`config.mk`:
```
export PLATFORM = sky130hd
export DESIGN_NAME = if_id_reg
export DESIGN_NICKNAME = d
export VERILOG_FILES = /design/src/rtl/if_id_reg.sv
export SDC_FILE = /design/constraint.sdc
export NUM_CORES = 1
export LEC_CHECK = 0
export CAP_MARGIN = 20
export CORE_UTILIZATION = 43
export CTS_CLUSTER_SIZE = 8
export DETAILED_ROUTE_END_ITERATION = 6
export PLACE_DENSITY = 0.81
export SLEW_MARGIN = 20
export SYNTH_ARGS = -nofsm -noshare
export SYNTH_HDL_FRONTEND = slang
export SYNTH_SLANG_ARGS = --single-unit
```
`constraint.sdc`:
```
create_clock -name clk -period 3.9 [get_ports clk]
set_clock_uncertainty 0.05 [all_clocks]
set_input_delay 0.78 -clock clk [delete_from_list [all_inputs] [get_ports clk]]
set_output_delay 0.78 -clock clk [all_outputs]
set_load 0.01 [all_outputs]
```
`src/rtl/if_id_reg.sv`:
```
// IF/ID pipeline register: captures the fetched instruction, its PC/PC+8, fetch exception and delay-slot tag.
// Optional hold-cycle counter output Stall_Cnt is built when IFID_STALL_CNT_EN is defined.
module if_id_reg #(
  parameter int               WIDTH    = 32,
  parameter logic [WIDTH-1:0] RESET_PC = 32'h0000_3000,
  parameter logic [4:0]       EXC_ADEL = 5'd4
) (
  input  logic             clk,
  input  logic             reset,
  input  logic             stall,
  input  logic             flush,
  input  logic             INT_REQ,
  input  logic [WIDTH-1:0] PC_In,
  input  logic [31:0]      Instr_In,
  input  logic             PC_EXP,
  input  logic             Is_Branch_ID,
  output logic [WIDTH-1:0] PC_D,
  output logic [WIDTH-1:0] PC8_D,
  output logic [31:0]      Instr_D,
  output logic             Valid_D,
  output logic             Exc_Valid_D,
  output logic [4:0]       ExcCode_D,
  output logic             BD_D
`ifdef IFID_STALL_CNT_EN
  ,
  output logic [15:0]      Stall_Cnt
`endif
);

  logic [WIDTH-1:0] pc_reg, pc_next;
  logic [WIDTH-1:0] pc8_reg, pc8_next;
  logic [31:0]      instr_reg, instr_next;
  logic             valid_reg, valid_next;
  logic             exc_valid_reg, exc_valid_next;
  logic [4:0]       exc_code_reg, exc_code_next;
  logic             bd_reg, bd_next;

  logic bubble;
  logic hold;

  // Interrupt/flush wins over stall so this stage tracks the PC register exactly.
  assign bubble = INT_REQ | flush;
  assign hold   = stall & ~bubble;

  always_comb begin
    pc_next        = pc_reg;
    pc8_next       = pc8_reg;
    instr_next     = instr_reg;
    valid_next     = valid_reg;
    exc_valid_next = exc_valid_reg;
    exc_code_next  = exc_code_reg;
    bd_next        = bd_reg;
    if (bubble) begin
      pc_next        = PC_In;
      pc8_next       = PC_In + WIDTH'(8);
      instr_next     = 32'd0;
      valid_next     = 1'b0;
      exc_valid_next = 1'b0;
      exc_code_next  = 5'd0;
      bd_next        = 1'b0;
    end else if (!stall) begin
      pc_next    = PC_In;
      pc8_next   = PC_In + WIDTH'(8);
      valid_next = 1'b1;
      bd_next    = Is_Branch_ID;
      // A faulting fetch enters ID as a nop so the bogus IM word never decodes.
      if (PC_EXP) begin
        instr_next     = 32'd0;
        exc_valid_next = 1'b1;
        exc_code_next  = EXC_ADEL;
      end else begin
        instr_next     = Instr_In;
        exc_valid_next = 1'b0;
        exc_code_next  = 5'd0;
      end
    end
  end

  always_ff @(posedge clk or posedge reset) begin
    if (reset) begin
      pc_reg        <= RESET_PC;
      pc8_reg       <= RESET_PC + WIDTH'(8);
      instr_reg     <= 32'd0;
      valid_reg     <= 1'b0;
      exc_valid_reg <= 1'b0;
      exc_code_reg  <= 5'd0;
      bd_reg        <= 1'b0;
    end else begin
      pc_reg        <= pc_next;
      pc8_reg       <= pc8_next;
      instr_reg     <= instr_next;
      valid_reg     <= valid_next;
      exc_valid_reg <= exc_valid_next;
      exc_code_reg  <= exc_code_next;
      bd_reg        <= bd_next;
    end
  end

  assign PC_D        = pc_reg;
  assign PC8_D       = pc8_reg;
  assign Instr_D     = instr_reg;
  assign Valid_D     = valid_reg;
  assign Exc_Valid_D = exc_valid_reg;
  assign ExcCode_D   = exc_code_reg;
  assign BD_D        = bd_reg;

`ifdef IFID_STALL_CNT_EN
  logic [15:0] stall_cnt_reg, stall_cnt_next;

  // Counts hold edges only; saturates and survives bubbles.
  always_comb begin
    stall_cnt_next = stall_cnt_reg;
    if (hold && stall_cnt_reg != 16'hFFFF)
      stall_cnt_next = stall_cnt_reg + 16'd1;
  end

  always_ff @(posedge clk or posedge reset) begin
    if (reset) stall_cnt_reg <= 16'd0;
    else       stall_cnt_reg <= stall_cnt_next;
  end

  assign Stall_Cnt = stall_cnt_reg;
`else
  logic unused_hold;
  assign unused_hold = hold;
`endif

endmodule

```
Word-level counts from Yosys, hierarchy flattened
Index checks and enable logic that the tools add are counted.
{"block": "totals", "latch_bits": 0, "n_memories": 0, "in_bits": 71, "rom_bits": 0, "register_bits": 104, "ram_bits": 0, "elab_cells": 27}
{"block": "op_classes", "mux": 17, "shifts": 0, "n_addsub": 1, "eq_ne": 1, "mul": 0, "n_bitwise": 1, "n_reduce_logical": 0, "div": 0, "order_cmp": 0}
{"op": "32-bit 2-to-1 mux", "count": 7}
{"op": "32-bit by 4-bit adder with 32-bit output, second input constant", "count": 1}
{"op": "5-bit 2-to-1 mux", "count": 2}
{"op": "1-bit 2-to-1 mux", "count": 7}
{"op": "3-bit 2-to-1 mux", "count": 1}
{"op": "2-bit by 1-bit != test with 1-bit output, second input constant", "count": 1}
{"op": "1-bit OR", "count": 1}

Longest topological paths before layout
Gate-level depths: netlist of the first run.
{"block": "depth", "depth_word": 3, "depth_mapped": 7, "ltp_nobuf": 5}

Least setup slack after synthesis of the first run
No wires, ideal clock.
{"block": "synth_timing", "path_type": "input-to-reg", "from": "input PC_In[3]", "to": "register pc8_reg[21], in the netlist PC8_D[21]", "slack_ns": 1.389, "path_buffers": 1, "arrival_ns": 2.379, "cell_stages": 6, "required_time_ns": 3.768, "path_cell_list": "ha_1 nand3_2 or4_1 buf_2 or4_1 a31oi_1"}
{"block": "synth_via", "elab_chain_cells": 3}
{"item": "start, declared", "line": "13", "source": "input logic [WIDTH-1:0] PC_In,"}
{"item": "32-bit by 4-bit adder with 32-bit output *", "line": "55, 63"}
{"item": "32-bit 2-to-1 mux", "line": "61", "source": "end else if (!stall) begin"}
{"item": "32-bit 2-to-1 mux *", "line": "53", "source": "if (bubble) begin"}
{"item": "end signal, assigned", "line": "82", "source": "pc8_reg <= RESET_PC + WIDTH'(8);"}
{"item": "end signal, assigned", "line": "90", "source": "pc8_reg <= pc8_next;"}
{"item": "end, declared", "line": "31", "source": "logic [WIDTH-1:0] pc8_reg, pc8_next;"}
Mark *: on every way between the ends. The rest lies on a longest branch, timed or not. The select of a mux whose other input is x is not followed.
A chain may end at the register's enable or synchronous reset.

Worst setup path after layout of the first run
{"block": "layout_timing", "from": "input PC_In[4]", "to": "register pc8_reg[21], in the netlist PC8_D[21]"}
Same word-level chain as after synthesis.

==> flow_summary_export.csv, run 1 <==
group,metric,value,unit
yosys,synthCells,411,
yosys,async_reset_ff_share,100.0,%
clock_tree,clock_path_buffers,2,
routing,drt_first_iter_violations,125,
worst_setup_path,worstSetupPathType,"input port to flop",
routing,drt_wl_total,10490,um
yosys,netlist_area,4119,um^2
worst_hold_path,min_path_cells,2,
power,p_leak,2.575,nW
yosys,synth.area.top_cells,"dfrtp_1 55%, nand2_1 11%, a22o_1 6.8%",
yosys,synth_edf_count,0,
timing,min_period,3056,ps
yosys,yosys_register_bits,96,
global_routing,track_usage,21.48,%
power,combPwrFrac,17.5,%
yosys,synth_area_leader_cell,"dfrtp_1",
floorplanning,initial_core_util,44.58,%
global_routing,overflow,0,
layout,fillers,762,
timing,finalSetupViolCount,0,
worst_hold_path,hold_class,"flop to flop",
timing,fin_crit_sh,78.36,%
flow_run,maxCapViolCount,0,
clock_tree,insertion_delay,350,ps
clock_tree,cts_buffers,9,
floorplanning,die_h,99.87,um
power,p_clk_share,30.6,%
worst_setup_path,regToRegStartpoint,"PC8_D[12]",
worst_setup_path,worst_r2r_path_depth,2,
clock_tree,cts_tree,"built",
yosys,yosysWarnings,0,
global_routing,antenna_found_initial,0,
floorplanning,die_x,99.87,um
clock_tree,ctsRootBufferMaster,"clkbuf_8",
layout,final_core_util,65.78,%
clock_tree,hold_buffers,0,
power,powerDensity,344.1,nW/um^2
clock_tree,post_cts_buffers,0,
worst_setup_path,cp-start-kind,"input port",
layout,diodes,0,
yosys,synth_cell_types,35,
yosys,synth.most_common_cell,"nand2_1",
routing,wl_per_cell,14.98,um
power,p_switching,0.5399,mW
yosys,postSynthAreaPerCell,10.02,um^2
timing,max_freq,327.2,MHz
floorplanning,dieArea,9974,um^2
timing,hold_viol,0,
timing,worstMarginPinSlew,1045,ps
worst_setup_path,r2r_end,"PC8_D[12]",
status,status,"finished, final reports clean",
worst_hold_path,whs_endpoint,"PC_D[13]",
global_routing,grt_max_degree,98,
power,internal_power,1.552,mW
placed_design,routabilityCongestion,0.7982,
placed_design,io_buffers,170,
global_routing,grt_pass1_vias,3461,
worst_setup_path,crit_required,4120,ps
power,ir_drop,158.3,uV
floorplanning,core_area,9240,um^2
routing,vias_per_cell,5.024,
floorplanning,row_count,35,
yosys,synthTopCellsByCount,"117 x nand2_1, 91 x dfrtp_1, 32 x a22o_1",
global_routing,grt_first_pass_wirelength,16770,um
power,seq_power_share,52.0,%
timing,fin_tns_setup,0,ps
clock_tree,post_cts_resized,0,
clock_tree,clkTransAtPathRegs,90,ps
yosys,synth_top_flop_cell,"dfrtp_1",
floorplanning,io_pins,175,
routing,firstDrtPassIters,4,
routing,post-route-drc-count,0,
worst_hold_path,hp-start,"PC_D[13]",
worst_setup_path,path_max_fanout,17,
yosys,synth_seq_area_share,58.48,%
clock_tree,clkSinkCount,96,
timing,rsz0062_at_grt,"false",
layout,final_nets,638,
routing,vias,3517,
worst_setup_path,arrival,3270,ps
worst_setup_path,reg2reg_setup_slack,3070,ps
power,switching_share,25.81,%
clock_tree,h-tree-depth,3,
layout,syn_to_final_growth,47.57,%
timing,maxSlewHeadroom,30.09,%
timing,maxSlewViolCount,0,
yosys,yosys.area.top_type_share,55.29,%
routing,drtAntennaViolNets,0,
worst_setup_path,cp-end-kind,"flop",
layout,drive_above_1_share,5.429,%
power,totalPowerFinal,2.092,mW
placed_design,place_hpwl,7431,um
## worst max path at each step
stage | depth (start not counted) | end | startpoint | slack, ps
2_1_floorplan | 1 | BD_D | reset | 570
3_5_place_dp | 6 | PC8_D[29] | PC_In[4] | 470
3_3_place_gp | 6 | PC8_D[25] | PC_In[3] | 560
5_1_grt | 6 | PC8_D[21] | PC_In[4] | 740
6_report | 6 | PC8_D[21] | PC_In[4] | 840
4_1_cts | 6 | PC8_D[21] | PC_In[4] | 840
## layer usage
layer / share of wire (%) / global-route usage, % / routed length (um) / up-vias
met5: 0 / 0 / 0 / -
met1: 45 / 27.78 / 4701 / 1640
met4: 1.2 / 5.543 / 121 / 0
li1: - / - / - / 1733
met2: 45 / 33.90 / 4717 / 130
met3: 9.0 / 8.357 / 945 / 14
## registers in the layout, summed over array words and instances, names as in the netlist
register / count
Instr_D: 32
PC_D: 32
PC8_D: 29
BD_D: 1
ExcCode_D: 1
Valid_D: 1
## critical path: stages
cell	delay (ps)
clkdlybuf4s50_1	530
ha_1	220
nand3_2	150
or4_1	830
or4_1	590
a31oi_1	170
## kinds of logic after synthesis
family	share of synthesized area, %
buf+inv	4.435
compound gates	13.73
mux	0.4860
flops	58.48
fa+ha+maj	0.3037
xor+xnor	2.339
other cells	0.09104
simple gates	20.14
## layout by cell type, fill, tap and decap left out, types with 2 or more instances in the layout
cell type | netlist | layout
mux2i_1 | 2 | 2
nand3_1 | 12 | 12
dfrtp_1 | 91 | 91
nor3_1 | 5 | 5
nand4_1 | 4 | 4
o211ai_1 | 2 | 2
or4_1 | 14 | 14
and4_1 | 3 | 3
nand3_2 | 2 | 2
conb_1 | 1 | 4
dfstp_2 | 5 | 5
xnor2_1 | 9 | 9
clkbuf_8 | 0 | 9
xor2_1 | 2 | 2
clkinv_2 | 0 | 2
clkinvlp_4 | 0 | 2
a22o_1 | 32 | 32
clkinv_4 | 0 | 2
a31oi_1 | 13 | 13
o21ai_0 | 18 | 18
inv_1 | 6 | 5
buf_4 | 8 | 2
o31ai_1 | 10 | 10
clkdlybuf4s50_1 | 0 | 170
or3_1 | 3 | 3
nor2_1 | 18 | 18
nand2_1 | 117 | 116
## through the flow
step | cells | hold slack [ps] | cell area, um^2 | setup slack (ps)
after floorplan | 414 | 409.9 | 4130 | 572.9
after global placement | 684 | 392.8 | 5882 | 559.0
after detailed placement | 684 | 398.1 | 5882 | 469.6
after CTS | 700 | 410.9 | 6078 | 840.9
after global routing | 700 | 444.1 | 6078 | 736.7
final | 700 | 407.8 | 6078 | 844.0
## power groups by stage
stage | logic (mW) | clock network (mW) | registers, mW
detailed placement | 0.369 | 0 | 1.11
CTS | 0.370 | 0.659 | 1.09
global route | 0.399 | 0.708 | 1.09
finish | 0.366 | 0.639 | 1.09
floorplan | 0.106 | 0 | 1.13
global placement | 0.363 | 0 | 1.10
## area by class of cell
class / instances / area, um^2 / share of cell area [%]
Multi-Input combinational cell: 280 / 1550 / 25.50
Tap cell: 129 / 161.4 / 2.655
Timing Repair Buffer: 173 / 1737 / 28.57
Inverter: 6 / 25.02 / 0.4117
Sequential cell: 96 / 2409 / 39.63
Clock inverter: 7 / 72.57 / 1.194
Clock buffer: 9 / 123.9 / 2.038
Power figures use the tool's default switching activity.
==> inputs of run 2 (changes only) <==
--- a/config.mk
+++ b/config.mk
@@ -6,10 +6,10 @@
 export NUM_CORES = 1
 export LEC_CHECK = 0
 export CAP_MARGIN = 20
-export CORE_UTILIZATION = 43
+export CORE_UTILIZATION = 38
 export CTS_CLUSTER_SIZE = 8
 export DETAILED_ROUTE_END_ITERATION = 6
-export PLACE_DENSITY = 0.81
+export PLACE_DENSITY = 0.76
 export SLEW_MARGIN = 20
 export SYNTH_ARGS = -nofsm -noshare
 export SYNTH_HDL_FRONTEND = slang
==> constraint.sdc (replaced) <==
create_clock -name clk -period 2.5 [get_ports clk]
set_clock_uncertainty 0.05 [all_clocks]
set_input_delay 0.5 -clock clk [delete_from_list [all_inputs] [get_ports clk]]
set_output_delay 0.5 -clock clk [all_outputs]
set_load 0.01 [all_outputs]
==> run 2 against run 1 <==
Net effect: combinational power increased by 67%; via count increased by 5.8%; non-clock buffer count increased by 37; clock power increased by 58%; global-route usage decreased by 0.52 points; sequential power increased by 56%; cell count increased by 6.3%; core utilization decreased by 4.3 points; wire length increased by 8.6%; first-iteration DRC count decreased by 0.80%; design area increased by 5.4%; worst setup slack got worse by 700 ps; largest power group unchanged; highest routed layer unchanged.
==> flow_summary_export.csv, run 2 (synthesis gave the netlist of run 1 again) <==
group,metric,value,unit
worst_setup_path,cp_slowest_cell,"or4_1",
worst_hold_path,whs_endpoint,"PC_D[13]",
routing,wl_per_cell,15.30,um
worst_setup_path,crit_family,"simple AND/OR/NAND/NOR gates",
worst_setup_path,worst-path-stages,5,
global_routing,overflow,0,
floorplanning,core_area,10420,um^2
layout,drive_above_1_share,11.18,%
routing,vias,3722,
worst_setup_path,cp-end-kind,"flop",
clock_tree,ctsRootBufferMaster,"clkbuf_8",
routing,drt_first_iter_violations,124,
placed_design,io_buffers,170,
worst_setup_path,crit_top_cell,"or4_1",
worst_hold_path,hp-start,"PC_D[13]",
layout,diodes,0,
flow_run,maxCapViolCount,0,
worst_setup_path,r2r_end,"PC8_D[12]",
worst_setup_path,regToRegStartpoint,"PC8_D[12]",
worst_setup_path,worstSetupPathType,"input port to flop",
worst_setup_path,slowest_delay,670,ps
floorplanning,die_h,106.1,um
worst_hold_path,min_path_cells,2,
power,powerDensity,518.7,nW/um^2
worst_setup_path,reg2reg_setup_slack,1710,ps
global_routing,grt_max_degree,63,
timing,hold_ws,414.2,ps
floorplanning,die_x,106.1,um
layout,final_nets,675,
power,p_leak,2.770,nW
placed_design,dpl_cell_area,6195,um^2
routing,firstDrtPassIters,5,
routing,met2_length,5471,um
routing,routedLengthMet1,4769,um
floorplanning,initial_core_util,39.54,%
power,ir_drop,232.8,uV
clock_tree,clkTransAtPathRegs,90,ps
status,status,"finished, final reports clean",
routing,post-route-drc-count,0,
clock_tree,insertion_delay,350,ps
floorplanning,io_pins,175,
timing,rsz0062_at_grt,"false",
worst_setup_path,cp_cell_sequence,"clkdlybuf4s50_1 -> nand3_2 -> or4_1 -> or4_1 -> a31oi_1",
worst_setup_path,cp-start-kind,"input port",
worst_setup_path,arrival,2570,ps
global_routing,grt_first_pass_wirelength,18540,um
layout,final_cell_mix,"168 x clkdlybuf4s50_1, 116 x nand2_1, 91 x dfrtp_1",
layout,syn_to_final_growth,55.59,%
floorplanning,row_count,37,
layout,final_common_cell,"clkdlybuf4s50_1",
worst_setup_path,path_max_fanout,7,
timing,hold_viol,0,
floorplanning,dieArea,11260,um^2
timing,finalSetupViolCount,0,
worst_setup_path,timing.critical_path.buf_inv,1,
routing,dr.max_layer_used,"met4",
worst_hold_path,hold_class,"flop to flop",
timing,min_period,2359,ps
worst_setup_path,startpoint,"PC_In[5]",
placed_design,routabilityCongestion,0.8123,
routing,met3_length,984,um
routing,drtAntennaViolNets,0,
layout,final_area,6409,um^2
routing,vias_per_cell,5.003,
worst_setup_path,crit_required,2710,ps
clock_tree,clkSinkCount,96,
timing,max_freq,424.0,MHz
timing,maxSlewViolCount,0,
timing,fin_tns_setup,0,ps
routing,drt_wl_total,11390,um
global_routing,grt_pass1_vias,3839,
clock_tree,cts_buffers,9,
clock_tree,cts_tree,"built",
worst_setup_path,worst_r2r_path_depth,2,
clock_tree,clock_path_buffers,2,
timing,fin_crit_sh,94.35,%
global_routing,antenna_found_initial,0,
clock_tree,post_cts_buffers,0,
clock_tree,h-tree-depth,3,
placed_design,place_hpwl,8436,um
global_routing,track_usage,20.96,%
## run 2: cell types whose count changed in the layout (fill, tap and decap cells not counted), sizes merged
| cell | delta |
|---|---|
| clkinvlp | +1 |
| dlymetal6s2s | +2 |
| clkdlybuf4s50 | -2 |
| clkinv | -3 |
| clkbuf | +3 |
| inv | -1 |
| buf | +37 |
## run 2: how the worst max path moves through the flow
| stage | slack [ps] | end |
|---|---|---|
| 2_1_floorplan | 270 | PC8_D[21] |
| 5_1_grt | 80 | PC8_D[30] |
| 4_1_cts | 20 | PC8_D[31] |
| 3_5_place_dp | -350 | PC8_D[31] |
| 6_report | 140 | PC8_D[22] |
| 3_3_place_gp | -280 | PC8_D[21] |
## run 2: cell type report
type                       count  area, um^2
multi-input combinational    280        1556
fill                         895        4008
tap                          136       170.2
clock inverter                 4       53.80
timing repair buffer         210        2048
sequential                    96        2409
inverter                       6       26.28
clock buffer                  12       145.1
## run 2: tightest hold or removal path, stage by stage (launching register included)
cell and delay (ps):
dfstp_2 380, nand2_1 50, nand2_1 40
## run 2: repair_timing
action / CTS / global route
gates resized for setup: 0 / 5
hold buffers: 0 / 0
endpoints found under the setup margin: 0 / 6
## run 2: where the power goes
part / internal [mW] / switching (mW)
combinational: 0.346 / 0.266
sequential: 1.65 / 0.0522
clock: 0.493 / 0.521
## run 2: per-stage QoR
step                utilization [%]  setup slack [ps]  std cells  total power, mW
finish                        61.53             141.3        744            3.324
global route                  61.53             83.61        744            3.492
CTS                           61.38             17.40        744            3.360
detailed placement            59.47            -354.3        728            2.346
global placement              59.47            -279.6        728            2.333
floorplan                         -             269.4        414            1.931
## run 2: layer usage
| metal | up-vias | GRT usage [%] |
|---|---|---|
| li1 | 1804 | - |
| met1 | 1764 | 25.29 |
| met2 | 142 | 35.11 |
| met3 | 12 | 6.438 |
| met4 | 0 | 7.837 |
| met5 | - | 0 |
